==> src/rtl/alu_serial_shifter_pkg.sv <==
// Shared definitions for the serial shifter: op codes, FSM states, flag bundle.
// Also used by the decoder and the ALU result mux.
package alu_serial_shifter_pkg;

    localparam int DEF_WIDTH = 16;
    localparam int DEF_SHW   = 4;

    typedef enum logic [1:0] {
        OP_SLA = 2'b00,
        OP_SLR = 2'b01,
        OP_SRL = 2'b10,
        OP_SRA = 2'b11
    } shop_e;

    typedef enum logic [1:0] {
        IDLE  = 2'b00,
        SHIFT = 2'b01,
        DONE  = 2'b10
    } state_e;

    typedef struct packed {
        logic s;
        logic v;
        logic z;
        logic c;
    } flags_t;

endpackage

==> src/rtl/alu_shift_step.sv <==
// One-bit shift/rotate step: next working value, bit shifted out, sign change.
// Purely combinational; the top iterates it once per clock.
module alu_shift_step
    import alu_serial_shifter_pkg::*;
#(
    parameter int WIDTH = DEF_WIDTH
) (
    input  shop_e            op_i,
    input  logic [WIDTH-1:0] w_i,
    output logic [WIDTH-1:0] w_o,
    output logic             bit_o,
    output logic             chg_o
);

    always_comb begin
        w_o   = w_i;
        bit_o = 1'b0;
        unique case (op_i)
            OP_SLA: begin
                w_o   = {w_i[WIDTH-2:0], 1'b0};
                bit_o = w_i[WIDTH-1];
            end
            OP_SLR: begin
                w_o   = {w_i[WIDTH-2:0], w_i[WIDTH-1]};
                bit_o = w_i[WIDTH-1];
            end
            OP_SRL: begin
                w_o   = {1'b0, w_i[WIDTH-1:1]};
                bit_o = w_i[0];
            end
            OP_SRA: begin
                w_o   = {w_i[WIDTH-1], w_i[WIDTH-1:1]};
                bit_o = w_i[0];
            end
            default: begin
                w_o   = w_i;
                bit_o = 1'b0;
            end
        endcase
    end

    assign chg_o = w_o[WIDTH-1] ^ w_i[WIDTH-1];

endmodule

==> src/rtl/alu_serial_shifter.sv <==
// Multi-cycle shifter/rotator, one bit position per clock, start/busy/done.
// Result and S,V,Z,C flags are registered and held until the next completion.
module alu_serial_shifter
    import alu_serial_shifter_pkg::*;
#(
    parameter int WIDTH = DEF_WIDTH,
    parameter int SHW   = DEF_SHW
) (
    input  logic             clk,
    input  logic             rst,
    input  logic             start,
    input  logic [1:0]       op,
    input  logic [WIDTH-1:0] in1,
    input  logic [SHW-1:0]   shamt,
    output logic             busy,
    output logic             done,
    output logic [WIDTH-1:0] out,
    output logic             S,
    output logic             V,
    output logic             Z,
    output logic             C
);

    localparam logic [SHW-1:0] CNT_ONE = {{(SHW-1){1'b0}}, 1'b1};

    state_e           state_q, state_d;
    logic [SHW-1:0]   cnt_q,   cnt_d;
    logic [WIDTH-1:0] w_q,     w_d;
    shop_e            op_q,    op_d;
    logic             vs_q,    vs_d;
    logic [WIDTH-1:0] res_q,   res_d;
    flags_t           flg_q,   flg_d;

    logic [WIDTH-1:0] step_w;
    logic             step_bit;
    logic             step_chg;

    alu_shift_step #(
        .WIDTH (WIDTH)
    ) u_step (
        .op_i  (op_q),
        .w_i   (w_q),
        .w_o   (step_w),
        .bit_o (step_bit),
        .chg_o (step_chg)
    );

    // Result/flag registers load on the edge entering DONE, so they are
    // already valid in the cycle done is high.
    always_comb begin
        state_d = state_q;
        cnt_d   = cnt_q;
        w_d     = w_q;
        op_d    = op_q;
        vs_d    = vs_q;
        res_d   = res_q;
        flg_d   = flg_q;
        unique case (state_q)
            IDLE: begin
                if (start) begin
                    op_d  = shop_e'(op);
                    w_d   = in1;
                    cnt_d = shamt;
                    vs_d  = 1'b0;
                    if (shamt != '0) begin
                        state_d = SHIFT;
                    end else begin
                        state_d = DONE;
                        res_d   = in1;
                        flg_d.s = in1[WIDTH-1];
                        flg_d.v = 1'b0;
                        flg_d.z = (in1 == '0);
                        flg_d.c = 1'b0;
                    end
                end
            end
            SHIFT: begin
                w_d   = step_w;
                cnt_d = cnt_q - CNT_ONE;
                vs_d  = vs_q | ((op_q == OP_SLA) & step_chg);
                if (cnt_q == CNT_ONE) begin
                    state_d = DONE;
                    res_d   = step_w;
                    flg_d.s = step_w[WIDTH-1];
                    flg_d.v = vs_d;
                    flg_d.z = (step_w == '0);
                    flg_d.c = step_bit;
                end
            end
            DONE: begin
                state_d = IDLE;
            end
            default: begin
                state_d = IDLE;
            end
        endcase
    end

    always_ff @(posedge clk) begin
        if (rst) begin
            state_q <= IDLE;
            cnt_q   <= '0;
            w_q     <= '0;
            op_q    <= OP_SLA;
            vs_q    <= 1'b0;
            res_q   <= '0;
            flg_q   <= '0;
        end else begin
            state_q <= state_d;
            cnt_q   <= cnt_d;
            w_q     <= w_d;
            op_q    <= op_d;
            vs_q    <= vs_d;
            res_q   <= res_d;
            flg_q   <= flg_d;
        end
    end

    assign busy = (state_q != IDLE);
    assign done = (state_q == DONE);
    assign out  = res_q;
    assign S    = flg_q.s;
    assign V    = flg_q.v;
    assign Z    = flg_q.z;
    assign C    = flg_q.c;

endmodule
==> config.mk <==
export PLATFORM = sky130hd
export DESIGN_NAME = alu_serial_shifter
export DESIGN_NICKNAME = d
export VERILOG_FILES = /design/src/rtl/alu_serial_shifter_pkg.sv /design/src/rtl/alu_shift_step.sv /design/src/rtl/alu_serial_shifter.sv
export SDC_FILE = /design/constraint.sdc
export NUM_CORES = 1
export LEC_CHECK = 0
export CELL_PAD_IN_SITES_DETAIL_PLACEMENT = 2
export CELL_PAD_IN_SITES_GLOBAL_PLACEMENT = 2
export CORE_MARGIN = 1.5
export CORE_UTILIZATION = 32
export DETAILED_ROUTE_END_ITERATION = 16
export PLACE_DENSITY_LB_ADDON = 0.1
export SLEW_MARGIN = 20
export SYNTH_ARGS = -nofsm -noshare
export SYNTH_HDL_FRONTEND = slang
export SYNTH_SLANG_ARGS = --single-unit
==> constraint.sdc <==
create_clock -name clk -period 5.5 [get_ports clk]
set_clock_uncertainty 0.15 [all_clocks]
set_input_delay 1.375 -clock clk [delete_from_list [all_inputs] [get_ports clk]]
set_output_delay 1.375 -clock clk [all_outputs]
set_load 0.005 [all_outputs]
==> Word-level counts from Yosys, hierarchy flattened <==
Index checks and enable logic that the tools add are counted.
{ "word_totals": {"ff_bits": 45, "latch_bits": 0, "mem_bits_rw": 0, "rom_bits": 0, "in_bits": 25, "output_inout_bits": 22, "mem_count": 0} }
{ "classes": {"add_sub_neg": 1, "multipliers": 0, "div_mod_pow": 0, "n_lt_le_gt_ge": 0, "n_eq_ne": 9, "shifts": 0, "mux": 20, "bitwise": 3, "n_reduce_logical": 13} }
{ "op_table": {"columns": ["op", "n"], "rows": [
  ["$mux 16", 4],
  ["$pmux 16 s2", 2],
  ["$pmux 16 s4", 1],
  ["$logic_not 16->1", 2],
  ["$mux 4", 4],
  ["$pmux 4 s2", 2],
  ["$eq 2x2->1 const B", 3],
  ["$mux 2", 3],
  ["$ne 2x2->1 const B", 3],
  ["$reduce_and 2->1", 3],
  ["$eq 2x1->1 const B", 2],
  ["$eq 4x1->1 const B", 1],
  ["$logic_not 2->1", 2],
  ["$pmux 1 s2", 2],
  ["$pmux 2 s2", 1],
  ["$reduce_and 4->1", 1],
  ["$reduce_bool 2->1", 2],
  ["$reduce_bool 4->1", 1],
  ["$reduce_or 2->1", 2],
  ["$sub 4x1->4 const B", 1],
  ["$and 1x1->1", 1],
  ["$mux 1", 1],
  ["$or 1x1->1", 1],
  ["$xor 1x1->1", 1]
]} }

==> Depth between registers and ports, before layout <==
Gate-level depths: netlist of run 1.
{ "logic_depth": {"ltp_word": 7, "ltp_mapped": 8} }

==> Hierarchy <==
Synthesis of run 1 repeated with hierarchy kept, for this count alone.
{ "unflattened": {"cells_unflattened": 289, "area_unflattened_um2": 2442.3} }
{ "by_module_without_submodules": {"columns": ["module", "instances", "cells_each", "area_per_inst_um2"], "rows": [
  ["alu_serial_shifter", 1, 263, 2150.8],
  ["alu_shift_step", 1, 26, 291.5]
]} }

==> Worst setup path before layout of run 1 <==
Ideal clock, no wire load.
{ "synth_timing": {"kind": "input to register", "startpoint": "in shamt[2]", "endpoint": "reg res_q[10], in the netlist out[10]", "setup_time_ps": 132, "arrival_time_ps": 2598, "path_slack_ps": 2620, "cell_stages": 6, "path_cell_list": "or4_4 > a221o_1 > buf_6 > buf_6 > nand2_1 > a21oi_1"} }
{ "synth_between": {"elab_chain_len": 3} }
{ "synth_rtl": {"columns": ["item", "line", "rtl"], "rows": [
  ["from (decl)", "alu_serial_shifter.sv:14", "input logic [SHW-1:0] shamt,"],
  ["$reduce_bool 4->1", "alu_serial_shifter.sv:65", "if (shamt != '0) begin"],
  ["$ne 2x2->1 (no source line)", null, null],
  ["$reduce_and 4->1 (no source line)", null, null],
  ["to (signal assigned)", "alu_serial_shifter.sv:114", "res_q <= res_d;"],
  ["to (decl)", "alu_serial_shifter.sv:31", "logic [WIDTH-1:0] res_q, res_d;"]
]} }
Every way passes these cells.
A chain may end at the register's enable or synchronous reset.

==> Worst setup path after layout of run 1 <==
{ "layout_timing": {"startpoint": "in shamt[2]", "endpoint": "reg res_q[0], in the netlist out[0]"} }
The elaborated chain is that of the path after synthesis.

==> results.ini, run 1 <==
[run_status]
outcome = finished clean

[clock_tree]
clk_pin_slew_worst_paths_ns = 0.09
cts_tree = built
cts.sinks = 44
postCtsHoldBufs = 0
cts-root-to-sink-buffers = 2
cts_max_level = 2
numCtsBuffers = 5
cts-resized-gates = 0
cts_setup_buffers = 0
clkLatencyLatePin_ns = 0.30
cts-root-buf = clkbuf_8

[global_routing]
top_usage_layer = met2
grt_antenna_before_repair = 0
use_met3_pct = 3.238
grt_pass1_wl_um = 10760
overflow = 0
met1_usage_pct = 23.85
track_usage_pct = 18.72
grtUsageMet2_pct = 32.24
grt_pass1_vias = 2097
grt_max_degree = 45

[drt]
wl_per_cell_um = 16.89
drt_pass1_iterations = 4
postRouteAntennaNets = 0
avgViaCountPerCell = 5.315
drtIter0Drc = 61
wirelength_um = 6487
drc_errors = 0
routed-via-count = 2041

[timing]
slew-limit-headroom_pct = 34.42
worst_slew_pin_slew_ns = 0.9836
fin_crit_sh_pct = 63.91
rsz0062_at_grt = false
fin_crit_ns = 3.515
tns_ns = 0
finalSetupViolations = 0
fmax_mhz = 284.5
drv_slew = 0
hold_viol_final = 0

[logic_synthesis]
synth_cells = 267
avgSynthCellArea_um2 = 8.355
synth.top_cells.by_area = dfxtp_1, mux2_2, nand2_1
synth_edf_count = 0
synth_fp_nets = 294
synth_commonest_cells = nand2_1, dfxtp_1, a21oi_1, mux2_2
ys.flop_type = dfxtp_1
synth.largest_area_cell = dfxtp_1
ys_ff_latch = 44
syn-cell-area_um2 = 2231
synth-async-reset-ratio_pct = 0
synth_warnings = 0
synth.most_common_cell = nand2_1
ys_seq_area_share_pct = 39.48
ys_types = 38
netlist.area_leader.share_pct = 39.48

[min_path]
worstHoldEndpoint = C
min_from = C
whs_path_depth = 2
min_path_type = flip-flop to flip-flop

[cells_and_area]
diodes = 0
area_growth_pct = 25.29
final_nets = 330
fill_cells = 761
finalCoreUtilization_pct = 41.37
drive_gt1_share_pct = 15.46

[setup_path]
critPathBufInv = 1
crit_chain = clkdlybuf4s50_1 > or4_4 > a221oi_4 > o211ai_1 > a21oi_1
arrival_ns = 3.60
r2r_end = out[0]
endpoint_kind = flip-flop
rrSetupSlack_ns = 3.07
crit_fanout = 20
cpMaxStageDelayCell = a221oi_4
max_stage_delay_ns = 0.83
r2r_cells = 5
r2r-start = cnt_q[0]
worstSetupStartpointType = input pin
crit_cells = 5
critPathLaunch = shamt[2]
cp_data_required_time_ns = 5.59
path_class = input pin to flip-flop
cp_top_family = compound AO/OA/AOI/OAI gates

[placed_design]
dp_hpwl_um = 4633
io_buffers = 46
place.gp.congestion = 0.7696

[power_and_ir_drop]
ir_drop_uv = 94.02
p_leak_nw = 0.9728
powerDensity_nw_per_um2 = 284.0

[run]
drv_cap = 0

[die]
io_pins = 47
core.rowCount = 30
start_util_pct = 33.02
coreArea_um2 = 6756
fp.dieW_um = 86.50
dieArea_um2 = 7481
die_h_um = 86.50

-- cells by family after synthesis --
| kind of cell | after synthesis | synth area share [%] |
|---|---|---|
| and+or+nand+nor | 104 | 20.53 |
| AOI/OAI and AO/OA | 59 | 16.60 |
| DFF | 44 | 39.48 |
| muxes | 31 | 15.54 |
| buffers and inverters | 26 | 6.338 |
| adders and majority gates | 2 | 1.122 |
| xor gates and xnor gates | 1 | 0.3927 |
-- sequential cells by signal, indices dropped and copies added, names as in the netlist --
| signal | cells |
|---|---|
| C | 1 |
| V | 1 |
| Z | 1 |
| cnt_q | 4 |
| op_q | 2 |
| out | 16 |
| state_q | 2 |
| vs_q | 1 |
| w_q | 16 |
-- through the flow --
step	worst slack [ns]	hold slack, ns	std cells	total power, W	area [um^2]
finish	1.985	0.3073	384	0.0007938	2795
global route	1.783	0.3276	384	0.0008447	2795
CTS	1.946	0.3141	384	0.0008090	2795
detailed placement	1.637	0.3025	376	0.0005868	2701
global placement	1.702	0.2912	376	0.0005827	2701
floorplan	2.620	0.2950	267	0.0005095	2231
-- worst min-delay path, delay by kind of cell (launching register included) --
kind	cells	cell delay [ns]
DFF	1	0.32
and+or+nand+nor	1	0.05
AOI/OAI and AO/OA	1	0.05
-- layer usage --
metal | up-vias | share of wire [%]
li1 | 993 | -
met1 | 1008 | 48
met2 | 34 | 48
met3 | 6 | 2.7
met4 | 0 | 1.2
met5 | - | 0
-- worst max path at each step --
stage               endpoint  slack, ns
detailed placement    out[0]       1.64
floorplan            out[10]       2.62
global route          out[0]       1.78
global placement      out[0]       1.70
finish                out[0]       1.99
CTS                   out[0]       1.95
-- placed cells by master, fill, tap and decap left out, drive strengths merged, types with 2 or more instances in the layout --
cell,instances
a211oi,2
a21oi,39
buf,4
clkbuf,7
clkdlybuf4s50,46
dfxtp,44
ha,2
inv,5
mux2,29
mux2i,2
nand2,70
nand3,4
nor2,7
nor2b,3
nor3,7
nor4,5
o211ai,7
o21ai,2
or4,3
-- where the power goes --
part | switching [W] | internal (W) | leakage, nW | total (W)
Clock | 0.000115 | 0.000102 | 0.0445 | 0.000218
Combinational | 0.0000998 | 0.0000996 | 0.568 | 0.000199
Sequential | 0.0000307 | 0.000346 | 0.360 | 0.000377
-- area by class of cell --
class,instances,area (um^2),share of cell area (%)
clock buffers,7,86.33,3.089
repair buffers,50,490.5,17.55
inverters,5,18.77,0.6714
well taps,80,100.1,3.581
clock inverters,1,7.507,0.2686
flip-flops and latches,44,880.8,31.51
multi-input cells,197,1211,43.33
Power figures use the tool's default switching activity.
==> run 2: changes to the inputs <==
Settings changed: CORE_UTILIZATION 32 to 27.
Clock period 5.5 ns to 3.2 ns, I/O delays scaled along.
==> run 2 against run 1 <==
Compared with the run above: first-iteration DRC count shrank 38%; cell count grew 7.0%; register-to-register slack got worse by 2.1 ns; critical path depth increased by 1; count of clock-buffer cells in the layout fell by 2; combinational power up 82%; largest cell class unchanged; total power is 70% higher; largest power group unchanged; design area up 2.6%.
==> results.ini, run 2 (same netlist as run 1, synthesis figures left out) <==
[die]
fp.dieW_um = 93.90  ; +8.6%
dieArea_um2 = 8817  ; +18%
start_util_pct = 28.43  ; -4.6 points
die_h_um = 93.90  ; +8.6%
io_pins = 47  ; unchanged
core.rowCount = 32  ; +6.7%
coreArea_um2 = 7848  ; +16%

[setup_path]
arrival_ns = 2.52  ; -1.08 ns
crit_chain = clkdlybuf4s50_1 > or4_4 > a221oi_4 > buf_12 > nor2_2 > a311oi_2
max_stage_delay_ns = 0.56  ; -0.27 ns
path_class = input pin to flip-flop
cp_top_family = buffers and inverters
worstSetupStartpointType = input pin
critPathBufInv = 2  ; +1
cpMaxStageDelayCell = or4_4
crit_fanout = 20  ; unchanged
endpoint_kind = flip-flop
cp_data_required_time_ns = 3.27  ; -2.32 ns

[drt]
wl_per_cell_um = 16.45  ; -2.6%
drtIter0Drc = 38  ; -38%
avgViaCountPerCell = 4.929  ; -7.3%
top_layer_used = met4
wl_met2_um = 3285  ; +4.5%
routed-via-count = 2026  ; -0.73%
drc_errors = 0  ; unchanged
postRouteAntennaNets = 0  ; unchanged
wirelength_um = 6761  ; +4.2%
drt-met1-wl_um = 3173  ; +2.6%
dr_wl_met3_um = 211  ; +21%
drt_pass1_iterations = 4  ; unchanged

[timing]
fmax_mhz = 408.3
tns_ns = 0  ; unchanged
slew-limit-headroom_pct = 59.10  ; +25 points
drv_slew = 0  ; unchanged
fin_crit_sh_pct = 76.53
finalSetupViolations = 0  ; unchanged
fin_crit_ns = 2.449
hold_viol_final = 0  ; unchanged
worst_slew_pin_slew_ns = 0.6121  ; -0.3715 ns
fin_ws_ns = 0.7510  ; -1.234 ns
rsz0062_at_grt = false

[clock_tree]
cts-resized-gates = 0  ; unchanged
postCtsHoldBufs = 0  ; unchanged
numCtsBuffers = 5  ; unchanged
cts-root-buf = clkbuf_8
cts_max_level = 2  ; unchanged
clk_pin_slew_worst_paths_ns = 0.09  ; about the same
cts.sinks = 44  ; unchanged
cts_tree = built
clkLatencyLatePin_ns = 0.30  ; about the same
cts-root-to-sink-buffers = 2  ; unchanged
cts_setup_buffers = 0  ; unchanged

[run]
drv_cap = 0  ; unchanged

[power_and_ir_drop]
seqPwrFrac_pct = 47.6  ; about the same
ir_drop_uv = 151.6  ; +61%
pwr-share-comb_pct = 26.8  ; +1.7 points
p_int_w = 0.0009271  ; +69%
power_w = 0.001352  ; +70%
p_sw_w = 0.0004245  ; +73%
p_leak_nw = 1.001  ; +2.9%
powerDensity_nw_per_um2 = 471.3  ; +66%
swShare_pct = 31.41  ; +0.45 points
pwr-share-clk_pct = 25.6  ; -1.8 points

[placed_design]
placed_area_um2 = 2786  ; +3.1%
io_buffers = 46  ; unchanged
dp_hpwl_um = 5061  ; +9.2%
dp_slack_ns = 0.4137  ; -1.223 ns
place.gp.congestion = 0.7325  ; -4.8%

[cells_and_area]
diodes = 0  ; unchanged
fill_cells = 897  ; +18%
multi_input_area_um2 = 1211  ; unchanged
drive_gt1_share_pct = 17.15  ; +1.7 points
final_nets = 336  ; +1.8%
layout_common_cells = nand2_1, clkdlybuf4s50_1, dfxtp_1
area_growth_pct = 28.55
final_common_cell = nand2_1
post-route-cell-area_um2 = 2868  ; +2.6%
layout.area.seq_um2 = 880.8  ; unchanged

[global_routing]
grt_max_degree = 45  ; unchanged
grt_pass1_wl_um = 11020  ; +2.4%
grt_antenna_before_repair = 0  ; unchanged
grt_pass1_vias = 2131  ; +1.6%
track_usage_pct = 16.55  ; -2.2 points
overflow = 0  ; unchanged

[min_path]
min_path_type = flip-flop to flip-flop

[run_status]
outcome = finished clean

run 2: worst reg2reg max path, stage by stage (launching register included):
cell and delay (ns):
dfxtp_1 0.49, nor2b_2 0.56, buf_4 0.33, mux2_2 0.40, nand2_1 0.08, a21oi_1 0.06
run 2: routing by layer:
metal,up-vias,GRT usage (%)
met3,7,3.155
met5,-,0
li1,1008,-
met4,0,5.224
met1,978,20.41
met2,33,28.86
run 2: worst paths after layout:
path | startpoint | to | slack, ns | depth (start not counted)
max | shamt[2] | Z | 0.75 | 6
min | C | C | 0.31 | 2
max reg2reg | state_q[0] | out[13] | 1.00 | 5
min reg2reg | C | C | 0.31 | 2
run 2: final cells by class:
cell class	count	share of cell area (%)
clock buffers	5	2.400
clock inverters	2	0.4363
inverters	5	0.6545
multi-input cells	197	42.23
flip-flops and latches	44	30.72
well taps	102	4.450
repair buffers	56	19.11
run 2: metrics by stage:
stage,hold slack (ns),instances,utilization [%]
floorplan,0.2950,267,-
global placement,0.2908,404,35.51
detailed placement,0.3017,404,35.51
CTS,0.3147,411,36.54
global route,0.3388,411,36.54
finish,0.3075,411,36.54
run 2: power by group through the flow:
stage / clock network (W) / logic, W / registers (W)
floorplan: 0 / 0.000237 / 0.000639
global placement: 0 / 0.000364 / 0.000655
detailed placement: 0 / 0.000371 / 0.000657
CTS: 0.000367 / 0.000373 / 0.000644
global route: 0.000384 / 0.000405 / 0.000653
finish: 0.000346 / 0.000363 / 0.000643
==> run 3: changes to the inputs <==
Settings changed: CORE_UTILIZATION 27 to 29.
Clock period 3.2 ns to 2.4 ns, I/O delays scaled along.
==> run 3 against run 2 <==
Compared with the run above: count of clock-buffer cells in the layout rose by 1; global-route usage rose by 1.8 points; first-iteration DRC count rose by 32%; critical path type unchanged; critical endpoint unchanged.
==> results.ini, run 3 (same netlist as run 1, synthesis figures left out) <==
[setup_path]
max_stage_delay_ns = 0.58  ; +0.02 ns
crit_chain = clkdlybuf4s50_1 > or4_4 > a221oi_4 > buf_12 > nor2_2 > a311oi_2
cp_data_required_time_ns = 2.46  ; -0.81 ns
arrival_ns = 2.36  ; -0.16 ns
r2r-start = cnt_q[0]
path_class = input pin to flip-flop
crit_fanout = 20  ; unchanged
cpMaxStageDelayCell = or4_4
r2r_cells = 6  ; +1
worstSetupStartpointType = input pin
r2r_end = Z
endpoint_kind = flip-flop
rrSetupSlack_ns = 0.34  ; -0.66 ns

[cells_and_area]
final_common_cell = nand2_1
drive_gt1_share_pct = 18.47  ; +1.3 points
layout_common_cells = nand2_1, clkdlybuf4s50_1, dfxtp_1
fill_cells = 826  ; -7.9%
diodes = 0  ; unchanged
final_nets = 340  ; +1.2%
finalCoreUtilization_pct = 39.97  ; +3.4 points
post-route-cell-area_um2 = 2930  ; +2.2%
area_growth_pct = 31.35

[min_path]
min_from = C
worstHoldEndpoint = C
whs_path_depth = 2  ; unchanged
min_path_type = flip-flop to flip-flop

[timing]
fin_ws_ns = 0.1075  ; -0.6436 ns
slew-limit-headroom_pct = 65.76  ; +6.7 points
hold_viol_final = 0  ; unchanged
fin_crit_sh_pct = 95.52
worst_slew_pin_slew_ns = 0.5089  ; -0.1032 ns
finalSetupViolations = 0  ; unchanged
final.hold.worst_slack_ns = 0.3083  ; +0.0008220 ns
rsz0062_at_grt = false
drv_slew = 0  ; unchanged
fmax_mhz = 436.2
fin_crit_ns = 2.293

[drt]
drtIter0Drc = 50  ; +32%
avgViaCountPerCell = 4.985  ; +1.1%
routed-via-count = 2059  ; +1.6%
postRouteAntennaNets = 0  ; unchanged
wirelength_um = 6981  ; +3.3%
wl_met2_um = 3378  ; +2.8%
drc_errors = 0  ; unchanged
dr_wl_met3_um = 229  ; +8.5%
top_layer_used = met4
drt_pass1_iterations = 4  ; unchanged
drt-met1-wl_um = 3288  ; +3.6%
wl_per_cell_um = 16.90  ; +2.8%

[die]
die_h_um = 90.71  ; -3.4%
fp.dieW_um = 90.71  ; -3.4%
start_util_pct = 30.43  ; +2.0 points
dieArea_um2 = 8228  ; -6.7%
io_pins = 47  ; unchanged
coreArea_um2 = 7331  ; -6.6%
core.rowCount = 31  ; -3.1%

[global_routing]
overflow = 0  ; unchanged
grt_antenna_before_repair = 0  ; unchanged
track_usage_pct = 18.39  ; +1.8 points
grt_pass1_vias = 2300  ; +7.9%
grt_max_degree = 45  ; unchanged
grt_pass1_wl_um = 12000  ; +8.9%

[clock_tree]
cts_setup_buffers = 0  ; unchanged
cts-resized-gates = 0  ; unchanged
clk_pin_slew_worst_paths_ns = 0.09  ; about the same
cts-root-to-sink-buffers = 2  ; unchanged
clkLatencyLatePin_ns = 0.30  ; about the same
cts.sinks = 44  ; unchanged
cts_max_level = 2  ; unchanged
postCtsHoldBufs = 0  ; unchanged
cts-root-buf = clkbuf_8
numCtsBuffers = 5  ; unchanged
cts_tree = built

[placed_design]
io_buffers = 46  ; unchanged
place.gp.congestion = 0.7699  ; +5.1%
dp_hpwl_um = 5019  ; -0.83%
placed_area_um2 = 2838  ; +1.8%
dp_slack_ns = -0.2237  ; -0.6374 ns

[run_status]
outcome = finished clean

[power_and_ir_drop]
p_leak_nw = 1.042  ; +4.1%
ir_drop_uv = 183.8  ; +21%
powerDensity_nw_per_um2 = 634.4  ; +35%

[run]
drv_cap = 0  ; unchanged

[run 3: changes by cell type in the layout (fill, tap and decap cells not counted)]
cell,delta
clkinv_2,+1
clkbuf_8,+1
clkinvlp_4,-1
buf_4,+2
buf_12,+2
[run 3: per-layer routing]
metal | vias up | global-route usage, %
li1 | 1019 | -
met1 | 991 | 23.45
met2 | 40 | 31.64
met3 | 9 | 3.114
met4 | 0 | 5.159
met5 | - | 0
[run 3: worst max-delay path: cells and delay by family]
family | cells | cell delay, ns
buf+inv | 2 | 0.62
compound gates | 2 | 0.50
simple gates | 2 | 0.63
[run 3: layout make-up]
| class | count | area [um^2] | area share [%] |
|---|---|---|---|
| clock inverters | 2 | 10.01 | 0.3416 |
| multi-input cells | 197 | 1211 | 41.33 |
| inverters | 5 | 18.77 | 0.6405 |
| flip-flops and latches | 44 | 880.8 | 30.06 |
| clock buffers | 6 | 82.58 | 2.818 |
| repair buffers | 60 | 603.1 | 20.58 |
| well taps | 99 | 123.9 | 4.227 |
[run 3: where the power goes]
group	leakage [nW]	switching, W	internal (W)
Sequential	0.360	0.0000639	0.000793
Combinational	0.631	0.000248	0.000256
Clock	0.0510	0.000268	0.000230
[run 3: worst max-delay path by stage]
stage          cells past startpoint      from       to
6_report                           6  shamt[2]        Z
5_1_grt                            6  shamt[1]        Z
3_3_place_gp                       6  shamt[2]        Z
4_1_cts                            6  shamt[2]        Z
2_1_floorplan                      6  shamt[2]  out[10]
3_5_place_dp                       6  shamt[2]        Z
[run 3: metrics by stage]
step | power [W] | TNS (ns) | cells
6_report | 0.001859 | 0 | 413
5_1_grt | 0.001985 | 0 | 413
4_1_cts | 0.001887 | 0 | 413
3_5_place_dp | 0.001385 | -2.833 | 405
3_3_place_gp | 0.001368 | -2.065 | 405
2_1_floorplan | 0.001168 | 0 | 267
==> variant 1, RTL diff (settings of run 2) <==
`DEF_WIDTH`: 16 -> 14.
--- a/src/rtl/alu_serial_shifter_pkg.sv
+++ b/src/rtl/alu_serial_shifter_pkg.sv
@@ -2,7 +2,7 @@
 // Also used by the decoder and the ALU result mux.
 package alu_serial_shifter_pkg;
 
-    localparam int DEF_WIDTH = 16;
+    localparam int DEF_WIDTH = 14;
     localparam int DEF_SHW   = 4;
 
     typedef enum logic [1:0] {
Interface: changed (resized in1 and out); port bits go from 47 to 43. No check against the original RTL was run, so the function may have changed too.
==> variant 1 against run 2 <==
- total power shrank 14%
- via count shrank 11%
- synthesized area shrank 12%
- worst setup slack lost 0.083 ns
- cell area shrank 11%
- fmax shrank 3.3%
- non-clock buffer count shrank 8
- critical path depth shrank 1
- sequential share of layout area grew 0.53 points
- sequential cell count shrank 4
- wire length shrank 13%
- critical endpoint is now out[13]
==> variant 1: results (changes against run 2) <==
Detailed routing
  • Starting DRT DRC Count: 43 (+13%)
  • Routed vias: 1812 (-11%)
  • Mean routed wirelength per cell: 15.7 microns (-4.4%)
  • Drt first pass iters: 4 (unchanged)

Global route
  • Global-route wire length before repair: 9630 microns (-13%)
  • Tot GR Track Use: 16.1% (-0.49 points)
  • Initial antenna violation count: 0 (unchanged)
  • Number of global-route vias before repair: 1917 (-10%)
  • Pin count of the biggest net entering global routing: 29 (-36%)

Place
  • DP HPWL: 4350 microns (-14%)
  • Port-buffer cells: 42 (-8.7%)
  • GPL Wtd Cong: 0.725 (-1.1%)
  • Dpl ws: 0.369 ns (-0.0445 ns)

Clocking
  • Post-CTS sizing: 0 (unchanged)
  • Clock latency on the worst-skew pair: 0.29 ns
  • Max Buffers Root-to-Sink: 2 (unchanged)
  • H-tree Lvls: 2 (unchanged)
  • Root buffer cell: clkbuf_8
  • CTS Buf Count: 5 (unchanged)
  • Post-CTS Setup Bufs: 0 (unchanged)
  • CTS clk-pin slew, worst paths: ~0.080 ns

Synth
  • Syn. warnings: 0 (unchanged)
  • Post-synth top cells: 63 x nand2_1, 40 x dfxtp_1, 34 x a21oi_1
  • Syn_nets: 265 (-9.9%)
  • Distinct cell type count after synthesis: 37 (-2.6%)
  • Sequential share of the synthesized area: 40.7% (+1.3 points)
  • Prevailing post-synth register cell: dfxtp_1
  • Most frequent cell after synthesis: nand2_1
  • Async S/R FF share, synth: 0% (unchanged)
  • Ranking of synthesized cells by area: dfxtp_1 41%, mux2_2 14%, nand2_1 12%

Layout
  • Nets: 303 (-9.8%)
  • Ant diodes: 0 (unchanged)
  • Layout cells sized above 1: 15.1% (-2.0 points)

Worst setup path
  • CP startpoint: start
  • R2r startpoint: cnt_q[0]
  • CP Data Arrival Time: 2.60 ns (+0.08 ns)
  • Crit-path max FO: 9 (-55%)

Min path
  • Hold Path Class: register to register
  • HP Start: out[10]

Timing
  • Actual slew at the worst max-slew pin: 0.744 ns (+0.132 ns)

Power and ir drop
  • Leak: 0.895 nW (-11%)
  • Switch share: 29.6% (-1.8 points)
  • Peak VDD IR: 188 uV (+24%)

Status
  • Run status: completed
==> variant 1: per-stage QoR <==
stage,cell area [sq um],instances
floorplan,1970,240
global placement,2480,367
detailed placement,2480,367
CTS,2560,374
global route,2560,374
finish,2560,374
==> variant 1: cells by family (layout without fill, tap and decap cells) <==
kind of cell	after synthesis	count (layout)	synth area share [%]
AND/OR/NAND/NOR	101	101	23.4
AO/OA/AOI/OAI	50	50	14.7
flip-flops	40	40	40.7
multiplexers	26	26	14.8
buffers and inverters	20	58	4.58
adder cells (fa/ha/maj)	2	2	1.27
XOR/XNOR	1	1	0.446
==> variant 1: final timing paths <==
kind,to,slack [ns],cells past startpoint
worst max register to register,out[13],1.11,5
worst max-delay path,out[13],0.67,5
worst min-delay path,out[10],0.31,2
worst min register to register,out[10],0.31,2
==> variant 1: layout make-up <==
cell class / instances / area [sq um]
clock buffer: 6 / 72.6
sequential: 40 / 801
tap: 96 / 120
multi-input combinational: 180 / 1070
clock inverter: 1 / 5.00
inverter: 3 / 11.3
timing repair buffer: 48 / 478
fill: 811 / 4340
==> variant 1: power groups by stage <==
stage	Clock, W	Sequential [W]	Combinational (W)
after floorplan	0	0.000571	0.000170
after CTS	0.000343	0.000576	0.000269
after global routing	0.000354	0.000582	0.000295
after global placement	0	0.000587	0.000264
final	0.000325	0.000575	0.000263
after detailed placement	0	0.000588	0.000268
==> variant 1: metal layers <==
layer | GRT usage (%) | vias to the layer above | share of wire, %
li1 | - | 902 | -
met1 | 20.6 | 884 | 48
met2 | 28.5 | 21 | 49
met3 | 3.17 | 5 | 2.4
met4 | 2.56 | 0 | 0.54
met5 | 0 | - | 0
==> variant 1: worst max-delay path, stage by stage <==
cell	delay, ns
clkdlybuf4s50_1	0.50
or3b_1	0.52
o22a_1	0.23
or3_1	0.41
a21oi_2	0.14
==> variant 2, RTL diff (flow settings as in run 2) <==
Without the edit above. Register the outputs `busy`, `done`, `S`, `V`, `Z` and `C`, with the module's reset; this adds one clock of latency there. The other outputs are not delayed to match. Comments in the files are not updated.
--- a/src/rtl/alu_serial_shifter.sv
+++ b/src/rtl/alu_serial_shifter.sv
@@ -116,12 +116,23 @@
         end
     end
 
-    assign busy = (state_q != IDLE);
-    assign done = (state_q == DONE);
     assign out  = res_q;
-    assign S    = flg_q.s;
-    assign V    = flg_q.v;
-    assign Z    = flg_q.z;
-    assign C    = flg_q.c;
+    always_ff @(posedge clk) begin
+        if (rst) begin
+            busy <= '0;
+            done <= '0;
+            S    <= '0;
+            V    <= '0;
+            Z    <= '0;
+            C    <= '0;
+        end else begin
+            busy <= (state_q != IDLE);
+            done <= (state_q == DONE);
+            S    <= flg_q.s;
+            V    <= flg_q.v;
+            Z    <= flg_q.z;
+            C    <= flg_q.c;
+        end
+    end
 
 endmodule
Behaviour: not the same (a bounded check fails within 4 cycles, from zero or initial values and one cycle with rst high).
==> variant 2 against run 2 <==
- synthesized area grew 6.9%
- first-iteration DRC count decreased by 26%
- via count up 5.3%
- total power increased by 3.6%
- sequential cell count up 6
- worst setup slack got worse by 0.010 ns
- cell area is 5.8% higher
- fmax fell by 0.42%
- wire length grew 6.5%
- critical endpoint is now flg_q[1]
- largest power group unchanged
==> variant 2: results (changes against run 2) <==
Synth
  • Sequential share of the synthesized area: 42.0% (+2.5 points)
  • Prevailing post-synth register cell: dfxtp_1
  • Post-synth top cells: 74 x nand2_1, 50 x dfxtp_1, 41 x a21oi_1
  • Syn. warnings: 0 (unchanged)
  • Syn_nets: 312 (+6.1%)
  • Ranking of synthesized cells by area: dfxtp_1 42%, mux2_2 12%, nand2_1 12%
  • Distinct cell type count after synthesis: 36 (-5.3%)
  • Async S/R FF share, synth: 0% (unchanged)

Power and ir drop
  • Peak VDD IR: 179 uV (+18%)
  • Leak: 1.05 nW (+5.3%)
  • Internal: 0.000984 W (+6.1%)

Global route
  • Pin count of the biggest net entering global routing: 23 (-49%)
  • Global-route wire length before repair: 12100 microns (+9.8%)
  • Tot GR Track Use: 15.9% (-0.60 points)
  • Number of global-route vias before repair: 2294 (+7.6%)
  • Initial antenna violation count: 0 (unchanged)

Layout
  • Layout cells sized above 1: 15.0% (-2.2 points)
  • Ant diodes: 0 (unchanged)
  • Final core utilization: 35.1% (-1.4 points)
  • Nets: 353 (+5.1%)
  • Filler cells: 986 (+9.9%)

Detailed routing
  • Routed vias: 2133 (+5.3%)
  • Routed wl met2: 3240 microns (-1.4%)
  • Metal-1 WL: 3730 microns (+18%)
  • WL met3: 154 microns (-27%)
  • Starting DRT DRC Count: 28 (-26%)
  • Drt first pass iters: 4 (unchanged)
  • Highest Signal Layer: met4
  • Total length of routed wires: 7200 microns (+6.5%)

Worst setup path
  • CP Data Arrival Time: 2.54 ns (+0.02 ns)
  • Reg-to-reg slack, setup: 1.04 ns (+0.04 ns)
  • Crit-path max FO: 20 (unchanged)

Status
  • Run status: completed

Clocking
  • Max Buffers Root-to-Sink: 2 (unchanged)
  • Root buffer cell: clkbuf_8
  • Clock latency on the worst-skew pair: 0.31 ns
  • CTS Buf Count: 5 (unchanged)
  • H-tree Lvls: 2 (unchanged)
  • Post-CTS Setup Bufs: 0 (unchanged)
  • CTS clk-pin slew, worst paths: 0.10 ns
  • Post-CTS sizing: 0 (unchanged)

Timing
  • Slew Limit Headroom: 58.7% (-0.36 points)
  • Hold WS: 0.304 ns (-0.00325 ns)

Place
  • GPL Wtd Cong: 0.730 (-0.34%)
  • DP HPWL: 5050 microns (-0.14%)
  • Port-buffer cells: 46 (unchanged)
  • Post-Place Cell Area: 2940 sq um (+5.6%)

Min path
  • Hold Path Class: register to register
variant 2: critical path, cell delays in order:
cell             delay [ns]
clkdlybuf4s50_1        0.55
or3b_1                 0.46
o22ai_1                0.25
buf_12                 0.20
nor2_1                 0.06
a311oi_2               0.21
variant 2: power by group through the flow:
stage,clock network (W),registers [W],logic (W)
6_report,0.000395,0.000711,0.000295
5_1_grt,0.000439,0.000718,0.000330
4_1_cts,0.000413,0.000711,0.000301
3_5_place_dp,0,0.000725,0.000299
3_3_place_gp,0,0.000724,0.000294
2_1_floorplan,0,0.000704,0.000199
variant 2: worst paths after layout:
check,start,to,cells after the start
setup / recovery,start,flg_q[1],6
hold / removal,flg_q[0],flg_q[0],2
setup reg to reg,op_q[1],out[1],5
hold reg to reg,flg_q[0],flg_q[0],2
variant 2: layer usage:
metal  global-route usage [%]  up-vias
met1                     22.5     1036
met2                     25.3       30
met3                     2.67        5
li1                         -     1062
met4                     4.01        0
met5                        0        -
variant 2: cell families after synthesis:
kind of cell	Yosys count	share of synthesized area (%)
AND/OR/NAND/NOR	117	22.4
AO/OA/AOI/OAI	61	15.1
flip-flops	50	42.0
multiplexers	29	13.7
buffers and inverters	25	5.46
adder cells (fa/ha/maj)	2	1.05
XOR/XNOR	1	0.367
variant 2: layout make-up:
type | instances | area share (%)
multi-input combinational | 210 | 41.4
sequential | 50 | 33.0
timing repair buffer | 55 | 17.6
tap | 108 | 4.45
clock buffer | 7 | 2.85
inverter | 4 | 0.495
clock inverter | 1 | 0.165
variant 2: through the flow:
step	setup WS [ns]	cells
floorplan	0.996	285
detailed placement	0.423	427
finish	0.741	435
global placement	0.475	427
CTS	0.752	435
global route	0.597	435
